**src/rtl/button_conditioner.sv**
```systemverilog
// Push-button conditioner: two-flop synchroniser, debounce, press/release strobes,
// long-press detection and auto-repeat while the button stays held.
module button_conditioner #(
   parameter int DEBOUNCE_LIMIT = 250000,
   parameter int LONG_LIMIT     = 25000000,
   parameter int REPEAT_LIMIT   = 5000000
) (
   input  logic CLK,
   input  logic RST,
   input  logic Switch,
   output logic o_Switch,
   output logic o_Press,
   output logic o_Release,
   output logic o_LongPress,
   output logic o_Held,
   output logic o_Repeat
);

   localparam int DB_W   = $clog2(DEBOUNCE_LIMIT);
   localparam int HOLD_W = $clog2(LONG_LIMIT);
   localparam int REP_W  = $clog2(REPEAT_LIMIT);

   localparam logic [DB_W-1:0]   DB_TC   = DB_W'(DEBOUNCE_LIMIT - 1);
   localparam logic [HOLD_W-1:0] HOLD_TC = HOLD_W'(LONG_LIMIT - 1);
   localparam logic [REP_W-1:0]  REP_TC  = REP_W'(REPEAT_LIMIT - 1);

   typedef enum logic [1:0] {
      ST_IDLE    = 2'd0,
      ST_PRESSED = 2'd1,
      ST_HELD    = 2'd2
   } state_t;

   logic              r_sync1, r_sync2;
   logic [DB_W-1:0]   r_db_cnt;
   logic              r_switch;
   logic              r_press, r_release, r_long, r_repeat;
   logic [HOLD_W-1:0] r_hold_cnt;
   logic [REP_W-1:0]  r_rep_cnt;
   state_t            r_state;

   logic              w_toggle, w_rise, w_fall;
   logic [DB_W-1:0]   w_db_cnt_nxt;
   logic [HOLD_W-1:0] w_hold_cnt_nxt;
   logic [REP_W-1:0]  w_rep_cnt_nxt;
   logic              w_long_nxt, w_repeat_nxt;
   state_t            w_state_nxt;

   // NOTE: every signal gets a default before any branch so no path can infer a latch.
   always_comb begin
      w_toggle     = (r_sync2 != r_switch) && (r_db_cnt == DB_TC);
      w_rise       = w_toggle && !r_switch;
      w_fall       = w_toggle &&  r_switch;
      w_db_cnt_nxt = (r_sync2 == r_switch || w_toggle) ? '0 : r_db_cnt + 1'b1;
   end

   always_comb begin
      w_state_nxt    = r_state;
      w_hold_cnt_nxt = r_hold_cnt;
      w_rep_cnt_nxt  = r_rep_cnt;
      w_long_nxt     = 1'b0;
      w_repeat_nxt   = 1'b0;
      // A debounced fall wins over any terminal count landing in the same cycle.
      if (w_fall) begin
         w_state_nxt    = ST_IDLE;
         w_hold_cnt_nxt = '0;
         w_rep_cnt_nxt  = '0;
      end else begin
         case (r_state)
            ST_IDLE: begin
               if (w_rise) begin
                  w_state_nxt    = ST_PRESSED;
                  w_hold_cnt_nxt = '0;
               end
            end
            ST_PRESSED: begin
               if (r_hold_cnt == HOLD_TC) begin
                  w_state_nxt   = ST_HELD;
                  w_long_nxt    = 1'b1;
                  w_rep_cnt_nxt = '0;
               end else begin
                  w_hold_cnt_nxt = r_hold_cnt + 1'b1;
               end
            end
            ST_HELD: begin
               if (r_rep_cnt == REP_TC) begin
                  w_repeat_nxt  = 1'b1;
                  w_rep_cnt_nxt = '0;
               end else begin
                  w_rep_cnt_nxt = r_rep_cnt + 1'b1;
               end
            end
            default: w_state_nxt = ST_IDLE;
         endcase
      end
   end

   // NOTE: state is updated with non-blocking assignments so every flop samples pre-edge values.
   always_ff @(posedge CLK) begin
      if (RST) begin
         r_sync1    <= 1'b0;
         r_sync2    <= 1'b0;
         r_db_cnt   <= '0;
         r_switch   <= 1'b0;
         r_press    <= 1'b0;
         r_release  <= 1'b0;
         r_long     <= 1'b0;
         r_repeat   <= 1'b0;
         r_hold_cnt <= '0;
         r_rep_cnt  <= '0;
         r_state    <= ST_IDLE;
      end else begin
         r_sync1    <= Switch;
         r_sync2    <= r_sync1;
         r_db_cnt   <= w_db_cnt_nxt;
         r_switch   <= r_switch ^ w_toggle;
         r_press    <= w_rise;
         r_release  <= w_fall;
         r_long     <= w_long_nxt;
         r_repeat   <= w_repeat_nxt;
         r_hold_cnt <= w_hold_cnt_nxt;
         r_rep_cnt  <= w_rep_cnt_nxt;
         r_state    <= w_state_nxt;
      end
   end

   assign o_Switch    = r_switch;
   assign o_Press     = r_press;
   assign o_Release   = r_release;
   assign o_LongPress = r_long;
   assign o_Held      = (r_state == ST_HELD);
   assign o_Repeat    = r_repeat;

endmodule

```
**config.mk**
```make
export PLATFORM = sky130hd
export DESIGN_NAME = button_conditioner
export DESIGN_NICKNAME = d
export VERILOG_FILES = /design/src/rtl/button_conditioner.sv
export SDC_FILE = /design/constraint.sdc
export NUM_CORES = 1
export LEC_CHECK = 0
export CORE_AREA = 3 3 81 83
export CTS_CLUSTER_SIZE = 20
export DETAILED_ROUTE_END_ITERATION = 8
export DIE_AREA = 0 0 84 86
export GPL_ROUTABILITY_DRIVEN = 1
export GPL_TIMING_DRIVEN = 0
export PLACE_DENSITY = 0.81
export RECOVER_POWER = 50
export SLEW_MARGIN = 20
export SYNTH_ARGS = -nofsm -noshare
export SYNTH_HDL_FRONTEND = slang
export SYNTH_SLANG_ARGS = --single-unit
export TNS_END_PERCENT = 50
```
**constraint.sdc**
```tcl
create_clock -name CLK -period 5.4 [get_ports CLK]
set_clock_uncertainty 0.2 [all_clocks]
set_input_delay 0.81 -clock CLK [delete_from_list [all_inputs] [get_ports CLK]]
set_output_delay 0.81 -clock CLK [all_outputs]
set_load 0.02 [all_outputs]
```
### Yosys cells after proc, flatten, opt, wreduce, memory -nomap -nowiden

Index checks and enable logic that the tools add are counted.

* output and inout bits: 6
* logic and storage cells: 53
* flip-flop bits (word level): 75

* reduce and logical (&&, ||, !) cells: 15
* muxes and demuxes: 11
* bitwise operators: 3
* $add $sub $neg: 3
* equality and inequality tests: 10

Operator list (count)
* 25-bit two-way mux: 2
* 25-bit one-hot mux with 2 select lines: 1
* 23-bit two-way mux: 2
* 23-bit one-hot mux with 2 select lines: 1
* 25-bit by 1-bit adder with 25-bit output (second input constant): 1
* 25-bit == test (second input constant): 1
* 23-bit by 1-bit adder with 23-bit output (second input constant): 1
* 23-bit == test (second input constant): 1
* 18-bit by 1-bit adder with 18-bit output (second input constant): 1
* 18-bit == test (second input constant): 1
* 2-bit inequality test (second input constant): 3
* 2-bit one-hot mux with 3 select lines: 1
* 3-bit AND reduction: 2
* 3-bit OR reduction: 2
* 2-bit two-way mux: 2
* 2-bit nonzero test: 2
* 2-bit OR reduction: 2
* 1-bit logical AND: 3
* 2-bit by 1-bit == test with 1-bit output (second input constant): 1
* 2-bit == test (second input constant): 1
* 2-bit logical NOT: 1
* 1-bit two-way mux: 2
* 1-bit inverter: 2
* 2-bit AND reduction: 1
* other kinds (5): 5

### Depth between registers and ports, before layout

Gate-level depths: netlist of the first run.

* depth after elaboration: 5
* gate-level depth with buffers: 8

### Worst setup path after synthesis of the first run

No wires, ideal clock.

* kind: flip-flop to flip-flop
* start point: register r_hold_cnt[9]
* end point: register r_rep_cnt[7]
* period minus slack after synthesis: 2.667 ns
* cell stages (with the launch flop): 6
* arrival: 2.395 ns
* buffers on the path: 0
* path slack: 2.733 ns
* path through: dfxtp_1 -> or4_1 -> or4_1 -> o41a_1 -> or4b_1 -> a21oi_1

* word-level cells in the longest chain between the ends: 3

Ends and longest elaborated chain
* from (decl): RTL line 37 `logic [HOLD_W-1:0] r_hold_cnt;`
* from (signal assigned): RTL line 120 `r_hold_cnt <= w_hold_cnt_nxt;`
* 25-bit == test: RTL line 76 `if (r_hold_cnt == HOLD_TC) begin`
* 2-bit inequality test (no line)
* 2-bit AND reduction (no line)
* to (signal assigned): RTL line 121 `r_rep_cnt <= w_rep_cnt_nxt;`
* to (decl): RTL line 38 `logic [REP_W-1:0] r_rep_cnt;`

Every way passes these cells.
A chain may end at the register's enable or synchronous reset.

### Worst setup path in the final report of the first run

* start point: register r_db_cnt[10]
* end point: register r_hold_cnt[23]

* word-level cells in the longest chain between the ends: 5
* elaborated cells between the ends (all ways): 7

Ends and longest elaborated chain
* from (decl): RTL line 34 `logic [DB_W-1:0] r_db_cnt;`
* from (signal assigned): RTL line 114 `r_db_cnt <= w_db_cnt_nxt;`
* 18-bit == test *: RTL line 50 `w_toggle = (r_sync2 != r_switch) && (r_db_cnt == DB_TC);`
* 1-bit logical AND *: RTL line 50
* 1-bit logical AND: RTL line 51 `w_rise = w_toggle && !r_switch;`
* 2-bit inequality test (no line)
* 3-bit AND reduction (no line)

Every way passes the cells marked *; elsewhere a longest branch is shown, timed or not.

==> impl_metrics.xml, run 1 <==
<?xml version="1.0" encoding="UTF-8"?>
<metrics>
  <group name="status">
    <metric name="outcome" unit="">complete, no violations</metric>
  </group>
  <group name="floorplanning">
    <metric name="die_x" unit="um">84</metric>
    <metric name="core_area" unit="sq um">5920</metric>
    <metric name="overall_die_area" unit="sq um">7220</metric>
    <metric name="chipHeight" unit="um">86</metric>
    <metric name="ioPinCount" unit="">9</metric>
    <metric name="std_cell_rows" unit="">28</metric>
    <metric name="start_util" unit="%">64.2</metric>
  </group>
  <group name="global_routing">
    <metric name="grt_resource_usage_total" unit="%">27.1</metric>
    <metric name="grt_max_degree" unit="">15</metric>
    <metric name="wire_length_of_the_first_global_routing_pass" unit="um">16200</metric>
    <metric name="leftover_overflow_at_the_end_of_global_routing" unit="">0</metric>
    <metric name="antenna_found_initial" unit="">0</metric>
    <metric name="grt_pass1_vias" unit="">3546</metric>
  </group>
  <group name="synth">
    <metric name="number_of_enable_type_register_cells_in_the_synthesized_netlist" unit="">0</metric>
    <metric name="yosys.area.top_type" unit="">sky130_fd_sc_hd__dfxtp_1</metric>
    <metric name="netlist_top_cells_area" unit="">sky130_fd_sc_hd__dfxtp_1 40%, sky130_fd_sc_hd__nand2_1 5.8%, sky130_fd_sc_hd__nand3_1 4.7%</metric>
    <metric name="yosysTopAreaCellShare" unit="%">39.5</metric>
    <metric name="post_synth_inst_count" unit="">477</metric>
    <metric name="asyncSetResetFlopFracSynth" unit="%">0</metric>
    <metric name="syn-num-nets" unit="">483</metric>
    <metric name="synth.cell_area" unit="sq um">3800</metric>
    <metric name="synth_area_per_cell" unit="sq um">7.97</metric>
    <metric name="synth.yosys.seq_area_share" unit="%">39.5</metric>
    <metric name="ys.flop_type" unit="">sky130_fd_sc_hd__dfxtp_1</metric>
    <metric name="synth.yosys.warnings" unit="">0</metric>
    <metric name="post_synth_num_cell_types" unit="">50</metric>
    <metric name="ys_ff_latch" unit="">75</metric>
  </group>
  <group name="min_path">
    <metric name="hold_depth" unit="">1</metric>
    <metric name="worst_hold_path.endpoint" unit="">r_sync2$_SDFF_PP0_</metric>
    <metric name="hold_path.startpoint" unit="">r_sync1$_SDFF_PP0_</metric>
    <metric name="min-delay-path-class" unit="">register to register</metric>
  </group>
  <group name="setup_path">
    <metric name="setup.worst_path.start_class" unit="">register</metric>
    <metric name="r2r.worst_path.cells" unit="">6</metric>
    <metric name="regToRegStartpoint" unit="">r_db_cnt[10]$_SDFF_PP0_</metric>
    <metric name="timing.critical_path.fanout_max" unit="">10</metric>
    <metric name="endpoint_kind" unit="">register</metric>
    <metric name="arrival" unit="ns">3.33</metric>
    <metric name="criticalPathCategory" unit="">register to register</metric>
    <metric name="required" unit="ns">5.42</metric>
    <metric name="ff2ff_setup_slack" unit="ns">2.08</metric>
    <metric name="rr_endpoint" unit="">r_hold_cnt[23]$_SDFFE_PP0P_</metric>
  </group>
  <group name="pwr">
    <metric name="share_clk_of_total_power" unit="%">45.9</metric>
    <metric name="cell_internal_pwr" unit="mW">0.821</metric>
    <metric name="p_comb_share" unit="%">1.5</metric>
    <metric name="leakagePower" unit="nW">1.24</metric>
    <metric name="cellPowerDensity" unit="nW/um^2">250</metric>
    <metric name="power.total" unit="mW">1.05</metric>
    <metric name="power.switching" unit="mW">0.232</metric>
    <metric name="power.switching_fraction" unit="%">22.1</metric>
    <metric name="ir_drop" unit="uV">183</metric>
    <metric name="seq_power_share" unit="%">52.6</metric>
  </group>
  <group name="routing">
    <metric name="dr_total_vias" unit="">3776</metric>
    <metric name="count_of_antenna_violating_nets_left_after_detailed_routing" unit="">0</metric>
    <metric name="drtIter0Drc" unit="">360</metric>
    <metric name="wl_per_cell" unit="um">16.5</metric>
    <metric name="drt-vias-per-instance" unit="">6.56</metric>
    <metric name="detail_route.first_pass.iterations" unit="">5</metric>
    <metric name="postRouteWirelength" unit="um">9520</metric>
    <metric name="route.detailed.drc" unit="">0</metric>
  </group>
  <group name="layout">
    <metric name="layout.area.seq" unit="sq um">1500</metric>
    <metric name="finish.instance_area" unit="sq um">4210</metric>
    <metric name="layout_common_cells" unit="">75 x sky130_fd_sc_hd__dfxtp_1, 59 x sky130_fd_sc_hd__nand2_1, 39 x sky130_fd_sc_hd__nor2_1</metric>
    <metric name="area_growth_syn_to_layout" unit="%">10.8</metric>
    <metric name="insertedDiodeCount" unit="">0</metric>
    <metric name="multi_input_area" unit="sq um">2190</metric>
    <metric name="drive_gt1_share" unit="%">5.39</metric>
    <metric name="leading_cell_type_in_the_layout_fill_and_taps_excluded" unit="">sky130_fd_sc_hd__dfxtp_1</metric>
    <metric name="final_core_util" unit="%">71.1</metric>
    <metric name="final.fill_count" unit="">464</metric>
    <metric name="layout.cells.non_filler" unit="">576</metric>
    <metric name="final_net_count" unit="">502</metric>
  </group>
  <group name="clock_network">
    <metric name="clockBufferDepth" unit="">2</metric>
    <metric name="clockRootBuffer" unit="">sky130_fd_sc_hd__clkbuf_8</metric>
    <metric name="tritoncts" unit="">built</metric>
    <metric name="hold_buffers" unit="">0</metric>
    <metric name="clk_pin_slew_worst_paths" unit="ns">0.08</metric>
    <metric name="cts.sink_count" unit="">75</metric>
    <metric name="post-cts-setup-buffers" unit="">0</metric>
    <metric name="post_cts.resized_instances" unit="">0</metric>
    <metric name="cts_buffers" unit="">9</metric>
    <metric name="cts_htree_levels" unit="">3</metric>
    <metric name="worst_skew_pair.late_latency" unit="ns">0.35</metric>
  </group>
  <group name="sta">
    <metric name="grt_setup_unrepaired" unit="">no</metric>
    <metric name="fin_setup_tns" unit="ns">0</metric>
    <metric name="timing.fmax" unit="GHz">0.302</metric>
    <metric name="tightest_slew" unit="ns">1.05</metric>
    <metric name="max_slew_margin" unit="%">29.0</metric>
    <metric name="final_cycle_share" unit="%">61.4</metric>
    <metric name="hold_ws" unit="ns">0.248</metric>
    <metric name="setup_viol" unit="">0</metric>
    <metric name="report.final.slew_viol_count" unit="">0</metric>
    <metric name="post-route-min-period" unit="ns">3.32</metric>
    <metric name="worst_slack" unit="ns">2.08</metric>
    <metric name="finalHoldViolCount" unit="">0</metric>
  </group>
  <group name="placed_design">
    <metric name="routabilityCongestion" unit="">0.971</metric>
    <metric name="placement.setup.worst_slack" unit="ns">2.19</metric>
    <metric name="dpl_cell_area" unit="sq um">3980</metric>
    <metric name="place.detailed.hpwl" unit="um">6680</metric>
    <metric name="placement.io_buffers" unit="">8</metric>
    <metric name="place.detailed.instances" unit="">560</metric>
  </group>
  <group name="run">
    <metric name="timing.max_cap.violations" unit="">0</metric>
  </group>
</metrics>
==> cell type report <==
cell class,instances,area share [%]
Clock buffer,9,2.94
Inverter,7,0.624
Tap cell,75,2.23
Multi-Input combinational cell,370,52.0
Buffer,25,2.26
Sequential cell,75,35.7
Clock inverter,7,2.35
Timing Repair Buffer,8,1.90
==> power by group through the flow <==
stage               Clock [mW]  Sequential, mW  Combinational (mW)
finish                   0.483           0.554              0.0162
global route             0.510           0.554              0.0175
CTS                      0.489           0.554              0.0163
detailed placement           0           0.567              0.0162
global placement             0           0.567              0.0159
floorplan                    0           0.567             0.00946
==> critical path, stage by stage (launching register included) <==
cell and delay (ns):
sky130_fd_sc_hd__dfxtp_1 0.35, sky130_fd_sc_hd__nor4_1 0.38, sky130_fd_sc_hd__nor4b_1 0.89, sky130_fd_sc_hd__nand3_1 0.54, sky130_fd_sc_hd__nand2_1 0.23, sky130_fd_sc_hd__clkbuf_1 0.42, sky130_fd_sc_hd__a31oi_1 0.17
==> worst max path at each step <==
stage	from	end	slack, ns	cells past startpoint
6_report	r_db_cnt[10]$_SDFF_PP0_	r_hold_cnt[23]$_SDFFE_PP0P_	2.08	6
3_5_place_dp	r_db_cnt[10]$_SDFF_PP0_	r_hold_cnt[23]$_SDFFE_PP0P_	2.19	6
5_1_grt	r_db_cnt[10]$_SDFF_PP0_	r_hold_cnt[22]$_SDFFE_PP0P_	1.70	6
2_1_floorplan	r_hold_cnt[9]$_SDFFE_PP0P_	r_rep_cnt[7]$_SDFFE_PP0P_	2.73	5
4_1_cts	r_db_cnt[10]$_SDFF_PP0_	r_hold_cnt[23]$_SDFFE_PP0P_	2.14	6
3_3_place_gp	r_db_cnt[10]$_SDFF_PP0_	r_hold_cnt[22]$_SDFFE_PP0P_	2.21	6
==> routing by layer <==
| metal | GRT usage [%] | vias up | part of all wire (%) |
|---|---|---|---|
| li1 | - | 1831 | - |
| met1 | 35.1 | 1797 | 45 |
| met2 | 45.9 | 132 | 48 |
| met3 | 6.53 | 16 | 6.3 |
| met4 | 6.58 | 0 | 1.0 |
| met5 | 0 | - | 0 |
==> Yosys cell counts, drive strengths merged (4+ instances only) <==
library cell and number:
a41oi 4, nor2 39, or2 5, o21ai 21, or4 9, o31ai 4
nand4 15, nor3 16, and3 9, nand2 59, nor4 15, nor2b 4
a311oi 13, or3 7, xor2 10, nand2b 11, a21oi 25, inv 7
a31oi 18, dfxtp 75, xnor2 6, clkbuf 22, nand3 36
==> registers in the layout (all words and copies together), names as in the netlist, named ones only <==
name	count
r_sync1	1
r_hold_cnt	25
o_Release	1
r_state	2
o_LongPress	1
r_db_cnt	18
r_sync2	1
o_Press	1
r_rep_cnt	23
o_Repeat	1
==> logic make-up after synthesis <==
kind of cell               count (synthesis)  share of synthesized area (%)
adders and majority gates                  3                          0.988
DFF                                       75                           39.5
muxes                                      4                           1.09
and+or+nand+nor                          244                           33.8
AOI/OAI and AO/OA                        103                           17.8
xor gates and xnor gates                  16                           3.69
buffers and inverters                     32                           3.19
Note: power is estimated with default switching activity, not from simulation.
==> run 2: changes to the inputs <==
Settings changed: CORE_AREA 3 3 81 83 to 3 3 83 85, DIE_AREA 0 0 84 86 to 0 0 86 88, PLACE_DENSITY 0.81 to 0.78.
Clock period 5.4 ns to 3.2 ns, I/O delays scaled along.
==> run 2 against run 1 <==
Against the previous run:
- fmax is 11% higher
- die area is 4.8% higher
- critical endpoint is now r_rep_cnt[20]$_SDFFE_PP0P_
- sequential share of layout area is 0.12 points higher
- flip-flop and latch count stayed put
- clock-buffer cell count is 1 higher
- largest cell class unchanged
- power is 63% higher
- critical path type unchanged
==> impl_metrics.xml, run 2 (same netlist as run 1, synthesis figures left out) <==
<?xml version="1.0" encoding="UTF-8"?>
<metrics>
  <group name="run">
    <metric name="timing.max_cap.violations" unit="">0</metric>
  </group>
  <group name="clock_network">
    <metric name="post-cts-setup-buffers" unit="">0</metric>
    <metric name="clockRootBuffer" unit="">sky130_fd_sc_hd__clkbuf_8</metric>
    <metric name="cts_buffers" unit="">9</metric>
    <metric name="clockBufferDepth" unit="">2</metric>
    <metric name="tritoncts" unit="">built</metric>
    <metric name="worst_skew_pair.late_latency" unit="ns">0.35</metric>
    <metric name="post_cts.resized_instances" unit="">1</metric>
    <metric name="cts.sink_count" unit="">75</metric>
    <metric name="hold_buffers" unit="">0</metric>
    <metric name="clk_pin_slew_worst_paths" unit="ns">0.08</metric>
    <metric name="cts_htree_levels" unit="">3</metric>
  </group>
  <group name="routing">
    <metric name="count_of_antenna_violating_nets_left_after_detailed_routing" unit="">0</metric>
    <metric name="drtIter0Drc" unit="">402</metric>
    <metric name="dr_total_vias" unit="">3724</metric>
    <metric name="postRouteWirelength" unit="um">9690</metric>
    <metric name="drt-vias-per-instance" unit="">6.44</metric>
    <metric name="route.detailed.drc" unit="">0</metric>
    <metric name="detail_route.first_pass.iterations" unit="">5</metric>
    <metric name="wl_per_cell" unit="um">16.8</metric>
  </group>
  <group name="sta">
    <metric name="tightest_slew" unit="ns">0.769</metric>
    <metric name="final_cycle_share" unit="%">93.6</metric>
    <metric name="post-route-min-period" unit="ns">3.00</metric>
    <metric name="report.final.slew_viol_count" unit="">0</metric>
    <metric name="fin_setup_tns" unit="ns">0</metric>
    <metric name="grt_setup_unrepaired" unit="">no</metric>
    <metric name="hold_ws" unit="ns">0.249</metric>
    <metric name="worst_slack" unit="ns">0.203</metric>
    <metric name="finalHoldViolCount" unit="">0</metric>
    <metric name="timing.fmax" unit="GHz">0.334</metric>
    <metric name="setup_viol" unit="">0</metric>
    <metric name="max_slew_margin" unit="%">48.3</metric>
  </group>
  <group name="setup_path">
    <metric name="max_stage_delay" unit="ns">0.62</metric>
    <metric name="required" unit="ns">3.21</metric>
    <metric name="cp_cell_sequence" unit="">or4_1 &gt; or4_1 &gt; or4_1 &gt; clkbuf_1 &gt; nand2_1 &gt; a311oi_1</metric>
    <metric name="worst_path_dominant_cell_family" unit="">simple AND/OR/NAND/NOR gates</metric>
    <metric name="regToRegStartpoint" unit="">r_hold_cnt[10]$_SDFFE_PP0P_</metric>
    <metric name="endpoint_kind" unit="">register</metric>
    <metric name="setup.worst_path.start_class" unit="">register</metric>
    <metric name="critical_path.slowest_cell" unit="">sky130_fd_sc_hd__or4_1</metric>
    <metric name="criticalPathCategory" unit="">register to register</metric>
    <metric name="cp_launch_point" unit="">r_hold_cnt[10]$_SDFFE_PP0P_</metric>
    <metric name="crit_path_frequent_cell" unit="">sky130_fd_sc_hd__or4_1</metric>
    <metric name="timing.critical_path.fanout_max" unit="">8</metric>
    <metric name="arrival" unit="ns">3.01</metric>
    <metric name="buf_inv_on_cp" unit="">1</metric>
  </group>
  <group name="layout">
    <metric name="area_growth_syn_to_layout" unit="%">10.4</metric>
    <metric name="leading_cell_type_in_the_layout_fill_and_taps_excluded" unit="">sky130_fd_sc_hd__dfxtp_1</metric>
    <metric name="top_register" unit="">r_hold_cnt</metric>
    <metric name="max_ffs_per_register" unit="">25</metric>
    <metric name="drive_gt1_share" unit="%">5.39</metric>
    <metric name="layout.cells.non_filler" unit="">578</metric>
    <metric name="biggestRegsByFlops" unit="">r_hold_cnt: 25 flops, r_rep_cnt: 23 flops, r_db_cnt: 18 flops</metric>
    <metric name="layout_common_cells" unit="">75 x sky130_fd_sc_hd__dfxtp_1, 59 x sky130_fd_sc_hd__nand2_1, 39 x sky130_fd_sc_hd__nor2_1</metric>
    <metric name="insertedDiodeCount" unit="">0</metric>
    <metric name="final_net_count" unit="">502</metric>
  </group>
  <group name="floorplanning">
    <metric name="core_area" unit="sq um">6280</metric>
    <metric name="ioPinCount" unit="">9</metric>
    <metric name="die_x" unit="um">86</metric>
    <metric name="start_util" unit="%">60.5</metric>
    <metric name="std_cell_rows" unit="">29</metric>
    <metric name="chipHeight" unit="um">88</metric>
    <metric name="overall_die_area" unit="sq um">7570</metric>
  </group>
  <group name="placed_design">
    <metric name="place.detailed.hpwl" unit="um">6710</metric>
    <metric name="place.detailed.instances" unit="">562</metric>
    <metric name="placement.setup.worst_slack" unit="ns">-0.0966</metric>
    <metric name="placement.io_buffers" unit="">8</metric>
    <metric name="routabilityCongestion" unit="">0.939</metric>
  </group>
  <group name="pwr">
    <metric name="power.total" unit="mW">1.71</metric>
    <metric name="cellPowerDensity" unit="nW/um^2">409</metric>
    <metric name="ir_drop" unit="uV">371</metric>
    <metric name="leakagePower" unit="nW">1.23</metric>
  </group>
  <group name="min_path">
    <metric name="hold_path.startpoint" unit="">r_sync1$_SDFF_PP0_</metric>
    <metric name="min-delay-path-class" unit="">register to register</metric>
  </group>
  <group name="global_routing">
    <metric name="grt_pass1_vias" unit="">3366</metric>
    <metric name="leftover_overflow_at_the_end_of_global_routing" unit="">0</metric>
    <metric name="grt_max_degree" unit="">14</metric>
    <metric name="antenna_found_initial" unit="">0</metric>
    <metric name="grt_resource_usage_total" unit="%">26.5</metric>
    <metric name="wire_length_of_the_first_global_routing_pass" unit="um">15800</metric>
  </group>
  <group name="status">
    <metric name="outcome" unit="">complete, no violations</metric>
  </group>
</metrics>
-- run 2: changes by cell type in the layout (fill, tap and decap cells not counted), sizes merged --
cell	previous run	this run
bufinv	2	1
clkbuf	33	34
clkinvlp	1	2
inv	9	8
-- run 2: power by group --
part	switching [mW]	internal (mW)	leakage, nW
sequential	0.000884	0.934	0.604
clock	0.371	0.382	0.0987
combinational	0.0209	0.00678	0.527
total	0.393	1.32	1.23
-- run 2: path summary, 6_finish.rpt --
| check | slack (ns) | endpoint | depth (start not counted) |
|---|---|---|---|
| worst max-delay path | 0.20 | r_rep_cnt[20]$_SDFFE_PP0P_ | 6 |
| worst min-delay path | 0.25 | r_sync2$_SDFF_PP0_ | 1 |
| worst max register to register | 0.20 | r_rep_cnt[20]$_SDFFE_PP0P_ | 6 |
| worst min register to register | 0.25 | r_sync2$_SDFF_PP0_ | 1 |
-- run 2: layer usage --
metal / share of wire [%] / GRT usage (%) / routed length [um] / vias up
met5: 0 / 0 / 0 / -
met4: 1.6 / 10.5 / 157 / 0
met3: 7.7 / 6.30 / 744 / 15
met2: 45 / 41.2 / 4370 / 150
met1: 46 / 35.4 / 4420 / 1729
li1: - / - / - / 1830
-- run 2: area by class of cell --
| cell class | count | area [sq um] |
|---|---|---|
| buffer | 25 | 93.8 |
| clock buffer | 10 | 138 |
| clock inverter | 6 | 63.8 |
| fill | 536 | 2080 |
| inverter | 7 | 26.3 |
| multi-input combinational | 370 | 2200 |
| sequential | 75 | 1500 |
| tap | 77 | 96.3 |
| timing repair buffer | 8 | 80.1 |
-- run 2: stage by stage --
stage | cell area (sq um) | util, %
3_5_place_dp | 3980 | 63.4
6_report | 4200 | 66.8
5_1_grt | 4200 | 66.8
2_1_floorplan | 3800 | -
3_3_place_gp | 3980 | 63.3
4_1_cts | 4190 | 66.8
